File: config.mk
export PLATFORM = sky130hd
export DESIGN_NAME = gobou_ctrl_mac_flat
export DESIGN_NICKNAME = d
export VERILOG_FILES = /design/src/rtl/gobou_ctrl_mac_pkg.sv /design/src/rtl/ctrl_bus.sv /design/src/rtl/gobou_ctrl_mac.sv /design/src/flat_wrapper.sv
export SDC_FILE = /design/constraint.sdc
export NUM_CORES = 1
export LEC_CHECK = 0
export CORE_MARGIN = 2
export CORE_UTILIZATION = 42
export DETAILED_ROUTE_END_ITERATION = 16
export HOLD_SLACK_MARGIN = 0.05
export PLACE_DENSITY = 0.83
export SYNTH_ARGS = -nofsm -noshare
export SYNTH_HDL_FRONTEND = slang
export SYNTH_SLANG_ARGS = --single-unit
File: constraint.sdc
create_clock -name clk -period 1.81 [get_ports clk]
set_clock_uncertainty 0.1 [all_clocks]
set_input_delay 0.181 -clock clk [delete_from_list [all_inputs] [get_ports clk]]
set_output_delay 0.181 -clock clk [all_outputs]
set_load 0.01 [all_outputs]
File: src/rtl/gobou_ctrl_mac_pkg.sv
// Shared gobou MAC-controller constants: drain latency and accumulate-count width.
package gobou_ctrl_mac_pkg;

    localparam int unsigned GOBOU_MAC_DELAY = 3;
    localparam int unsigned LWIDTH          = 4;

endpackage

File: src/rtl/ctrl_bus.sv
// Three-wire start/valid/stop control stream between controllers.
interface ctrl_bus;

    logic start;
    logic valid;
    logic stop;

    modport master (output start, output valid, output stop);
    modport slave  (input start, input valid, input stop);

endinterface

File: src/rtl/gobou_ctrl_mac.sv
// MAC pass sequencer: clears, accumulates and biases the per-core accumulators,
// then signals result-ready once the MAC pipeline has drained.
module gobou_ctrl_mac
    import gobou_ctrl_mac_pkg::*;
(
    input  logic              clk,
    input  logic              rst,
    ctrl_bus.slave            in_ctrl,
    ctrl_bus.master           out_ctrl,
    output logic              mac_clr,
    output logic              mac_en,
    output logic              bias_en,
    output logic [LWIDTH-1:0] acc_cnt,
    output logic              busy,
    output logic              err
);

    localparam int unsigned DRAIN_W = $clog2(GOBOU_MAC_DELAY + 1);
    localparam logic [DRAIN_W-1:0] DRAIN_LAST = DRAIN_W'(GOBOU_MAC_DELAY - 1);
    localparam logic [DRAIN_W-1:0] DRAIN_PRE  = DRAIN_LAST - DRAIN_W'(1);

    typedef enum logic [1:0] {
        S_IDLE  = 2'd0,
        S_ACC   = 2'd1,
        S_DRAIN = 2'd2
    } state_t;

    state_t             state;
    logic [DRAIN_W-1:0] drain_cnt;
    logic               out_start;
    logic               out_valid;
    logic               out_stop;

    always_ff @(posedge clk) begin
        if (rst) begin
            state     <= S_IDLE;
            drain_cnt <= '0;
            acc_cnt   <= '0;
            err       <= 1'b0;
            mac_clr   <= 1'b0;
            mac_en    <= 1'b0;
            bias_en   <= 1'b0;
            out_start <= 1'b0;
            out_valid <= 1'b0;
            out_stop  <= 1'b0;
        end else begin
            mac_clr   <= 1'b0;
            mac_en    <= 1'b0;
            bias_en   <= 1'b0;
            out_start <= 1'b0;
            out_valid <= 1'b0;
            out_stop  <= 1'b0;
            case (state)
                S_IDLE: begin
                    // out_stop high marks the return-to-idle cycle, where start is refused
                    if (in_ctrl.start && !out_stop) begin
                        state   <= S_ACC;
                        acc_cnt <= '0;
                        mac_clr <= 1'b1;
                        err     <= in_ctrl.valid | in_ctrl.stop;
                    end else if (in_ctrl.start || in_ctrl.valid || in_ctrl.stop) begin
                        err <= 1'b1;
                    end
                end
                S_ACC: begin
                    if (in_ctrl.start) err <= 1'b1;
                    if (in_ctrl.stop) begin
                        state     <= S_DRAIN;
                        drain_cnt <= '0;
                        bias_en   <= 1'b1;
                        if (GOBOU_MAC_DELAY == 1) out_start <= 1'b1;
                    end else if (in_ctrl.valid) begin
                        mac_en <= 1'b1;
                        if (acc_cnt != '1) acc_cnt <= acc_cnt + LWIDTH'(1);
                    end
                end
                S_DRAIN: begin
                    if (in_ctrl.start) err <= 1'b1;
                    if (drain_cnt == DRAIN_LAST) begin
                        state     <= S_IDLE;
                        drain_cnt <= '0;
                        out_valid <= 1'b1;
                        out_stop  <= 1'b1;
                    end else begin
                        drain_cnt <= drain_cnt + DRAIN_W'(1);
                        // Registered, so raise it one cycle ahead of the last drain cycle
                        if (drain_cnt == DRAIN_PRE) out_start <= 1'b1;
                    end
                end
                default: begin
                    state     <= S_IDLE;
                    drain_cnt <= '0;
                end
            endcase
        end
    end

    assign busy           = (state == S_ACC) || (state == S_DRAIN);
    assign out_ctrl.start = out_start;
    assign out_ctrl.valid = out_valid;
    assign out_ctrl.stop  = out_stop;

endmodule

File: src/flat_wrapper.sv
// flat-port wrapper written by rule: the top's interface ports become plain ports
module gobou_ctrl_mac_flat import gobou_ctrl_mac_pkg::*;
  (clk, rst, mac_clr, mac_en, bias_en, acc_cnt, busy, err, in_ctrl_start, in_ctrl_valid, in_ctrl_stop, out_ctrl_start, out_ctrl_valid, out_ctrl_stop);
  ctrl_bus in_ctrl_i ();
  ctrl_bus out_ctrl_i ();
  input  logic clk;
  input  logic rst;
  output logic mac_clr;
  output logic mac_en;
  output logic bias_en;
  output logic [LWIDTH-1:0] acc_cnt;
  output logic busy;
  output logic err;
  input wire logic [$bits(in_ctrl_i.start)-1:0] in_ctrl_start;
  input wire logic [$bits(in_ctrl_i.valid)-1:0] in_ctrl_valid;
  input wire logic [$bits(in_ctrl_i.stop)-1:0] in_ctrl_stop;
  output wire logic [$bits(out_ctrl_i.start)-1:0] out_ctrl_start;
  output wire logic [$bits(out_ctrl_i.valid)-1:0] out_ctrl_valid;
  output wire logic [$bits(out_ctrl_i.stop)-1:0] out_ctrl_stop;
  assign in_ctrl_i.start = in_ctrl_start;
  assign in_ctrl_i.valid = in_ctrl_valid;
  assign in_ctrl_i.stop = in_ctrl_stop;
  assign out_ctrl_start = out_ctrl_i.start;
  assign out_ctrl_valid = out_ctrl_i.valid;
  assign out_ctrl_stop = out_ctrl_i.stop;
  gobou_ctrl_mac u_core (.clk(clk), .rst(rst), .in_ctrl(in_ctrl_i), .out_ctrl(out_ctrl_i), .mac_clr(mac_clr), .mac_en(mac_en), .bias_en(bias_en), .acc_cnt(acc_cnt), .busy(busy), .err(err));
endmodule
==> impl_metrics.toml <==
[timing]
fin_crit_sh_pct = 95.30
rsz0062_at_grt = "yes"
slew_viol_final = 0
finalSetupViolations = 0
max_freq_mhz = 579.7
fin_crit_ps = 1725
worst_pin_slew_ps = 314.5
relSlewSlack_pct = 78.75
hold_viol_final = 0

[clocking]
cts_max_level = 1
clk_latency_ps = 270
clock-root-buffer = "clkbuf_4"
clk_path_buf_depth = 2
cts_buffers = 3
postCtsHoldBufs = 0
cts_sinks = 14
clkTransAtPathRegs_ps = 90
cts_tree = "yes"

[power]
peakVddDrop_mv = 0.6896
p_per_area_mw_per_mm2 = 1329
switching_share_pct = 34.91
p_leak_nw = 0.4166
power_frac_comb_pct = 53.6
intPower_uw = 889.8
pwr-share-seq_pct = 30.1
totalPowerFinal_mw = 1.367
p_clk_share_pct = 16.3
p_sw_uw = 477.3

[grt]
grt_pass1_vias = 572
grt_use_total_pct = 15.83
antenna_found_initial = 0
overflow = 0
grt_max_degree = 9
grt_pass1_wl_mm = 2.352

[synth]
avgSynthCellArea_um2 = 9.671
synth-main-ff-cell = "dfxtp_1"
netlist-cell-type-count = 31
ys_ff_latch = 14
synth_top_area_cell = "dfxtp_1"
synth_top_area_share_pct = 39.16
yosys-top-cells-count = "dfxtp_1, ha_1, nor2_1"
synth_nets = 86
synthesis.area_um2 = 715.7
async_flop_share_pct = 0
synth_area_leaders = "dfxtp_1, ha_1, o21ai_0, nor2_1, mux2i_1"
syn_inst = 74
synthMostInstantiatedCell = "dfxtp_1"
synth-edff-count = 0
seq_area_frac_synth_pct = 39.16
ys_warn_count = 0

[job]
maxCapViolCount = 0

[floorplan]
rows = 14
core_area_mm2 = 0.001559
die_area_mm2 = 0.002050
fp.dieH_um = 45.28
die_w_um = 45.28
initial_utilization_pct = 45.91
ioPinCount = 17

[setup_path]
path_depth = 6
reg2reg_slack_ps = 90
worst_r2r_endpoint = "u_core.acc_cnt[3]"
cp.arrival_ps = 1830
cp-endpoint = "u_core.acc_cnt[3]"
critPathLaunch = "u_core.state[0]"
required_ps = 1910
crit_buf_inv = 1
worst_setup_path_end_kind = "flip-flop"
path_class = "flip-flop to flip-flop"
rr_worst_depth = 6
reg2reg_from = "u_core.state[0]"
crit_chain = "inv_1 > ha_2 > and2b_1 > a21oi_2 > or4_1 > a31oi_1"
slowest_stage = "or4_1"
path_max_fanout = 6
crit_family = "simple AND/OR/NAND/NOR gates"
crit_path_start_kind = "flip-flop"
crit_path_max_incr_delay_ps = 500

[detailed_routing]
antenna_left = 0
wirelength_mm = 1.439
firstDrtPassIters = 4
vias = 631
via_per_inst = 5.215
drtIter0Drc = 11
routedWlPerCell_um = 11.89
drcViolationCount = 0

[final_layout]
drive_gt1_share_pct = 23.81
areaGrowthSynthToFinish_pct = 43.71
num-fill-cells = 120
final_cells = 121
nNetsFinal = 118
antennaDiodeCount = 0

[worst_hold_path]
min_path_type = "flip-flop to flip-flop"

[status]
status = "finished, final reports clean"

[placement]
io_buffers = 16
gp_congestion = 0.7295
numPlacedInstances = 116
dpl.hpwl_mm = 1.093
-- worst min path at each step --
stage                   startpoint               endpoint  slack [ps]  depth (start not counted)
6_report                u_core.err             u_core.err         400                          2
5_1_grt                 u_core.err             u_core.err         430                          2
4_1_cts                 u_core.err             u_core.err         400                          2
3_5_place_dp            u_core.err             u_core.err         390                          2
3_3_place_gp   u_core.drain_cnt[1]  u_core.out_ctrl.start         380                          1
2_1_floorplan         in_ctrl_stop          u_core.mac_en         160                          1
-- per-stage QoR --
stage | setup TNS, ps | worst slack [ps] | area (µm²) | hold WS [ps] | utilization, %
global route | -76.71 | -25.92 | 1028 | 427.1 | 65.97
detailed placement | -61.41 | -38.24 | 974.7 | 392.8 | 62.52
global placement | -0.7002 | -0.4853 | 974.7 | 380.4 | 62.52
finish | 0 | 85.09 | 1028 | 401.5 | 65.97
floorplan | 0 | 68.62 | 715.7 | 156.6 | -
CTS | 0 | 18.90 | 1016 | 404.9 | 65.17
-- power by group through the flow --
stage | registers, mW | clock network [mW] | logic [mW]
global placement | 0.412 | 0 | 0.700
finish | 0.411 | 0.223 | 0.733
CTS | 0.410 | 0.227 | 0.718
floorplan | 0.422 | 0 | 0.390
global route | 0.421 | 0.239 | 0.811
detailed placement | 0.414 | 0 | 0.712
-- what timing repair did --
action | in CTS | in global routing
resized for setup | 3 | 3
gates cloned | 0 | 0
endpoints found under the setup margin | 4 | 6
buffers inserted | 0 | 1
-- routing by layer --
layer	routed length [µm]	GRT usage, %	vias up
met5	0	0	-
met4	19	7.059	0
met3	39	3.600	2
met2	703	25.43	12
met1	676	20.10	283
li1	-	-	334
-- cells by family (layout without fill, tap and decap cells) --
family / Yosys count / count (layout) / synth area share (%)
AOI/OAI and AO/OA: 15 / 15 / 14.51
DFF: 14 / 14 / 39.16
and+or+nand+nor: 31 / 31 / 28.15
muxes: 2 / 2 / 2.797
adders and majority gates: 7 / 7 / 12.24
buffers and inverters: 5 / 36 / 3.147
-- registers in the layout, indices dropped and copies added, names as in the netlist --
name,flops
u_core.mac_en,1
u_core.out_ctrl.start,1
u_core.bias_en,1
u_core.acc_cnt,4
u_core.mac_clr,1
u_core.err,1
u_core.drain_cnt,2
u_core.out_ctrl.valid,1
u_core.state,2
-- cell type report --
| class | count | area, µm² | area share, % |
|---|---|---|---|
| multi-input cells | 55 | 422.9 | 41.12 |
| flip-flops and latches | 14 | 281.5 | 27.37 |
| repair buffers | 29 | 256.5 | 24.94 |
| clock buffers | 4 | 36.28 | 3.528 |
| well taps | 16 | 20.02 | 1.946 |
| inverters | 3 | 11.26 | 1.095 |
-- placed cells by master (no fill, tap or decap), types with 3 or more instances in the layout --
master / Yosys / routed
clkdlybuf4s50_1: 0 / 15
clkbuf_4: 0 / 3
nor2_1: 6 / 6
dfxtp_1: 14 / 13
a21oi_1: 3 / 3
buf_4: 1 / 13
ha_1: 7 / 5
nand3_1: 4 / 4
o21ai_0: 5 / 5
-- worst min-delay path, delay by kind of cell (launching register included) --
family / cells / cell delay, ps
flip-flops: 1 / 320
AO/OA/AOI/OAI: 1 / 50
AND/OR/NAND/NOR: 1 / 90
No activity file was read; power rests on OpenSTA's default activity.
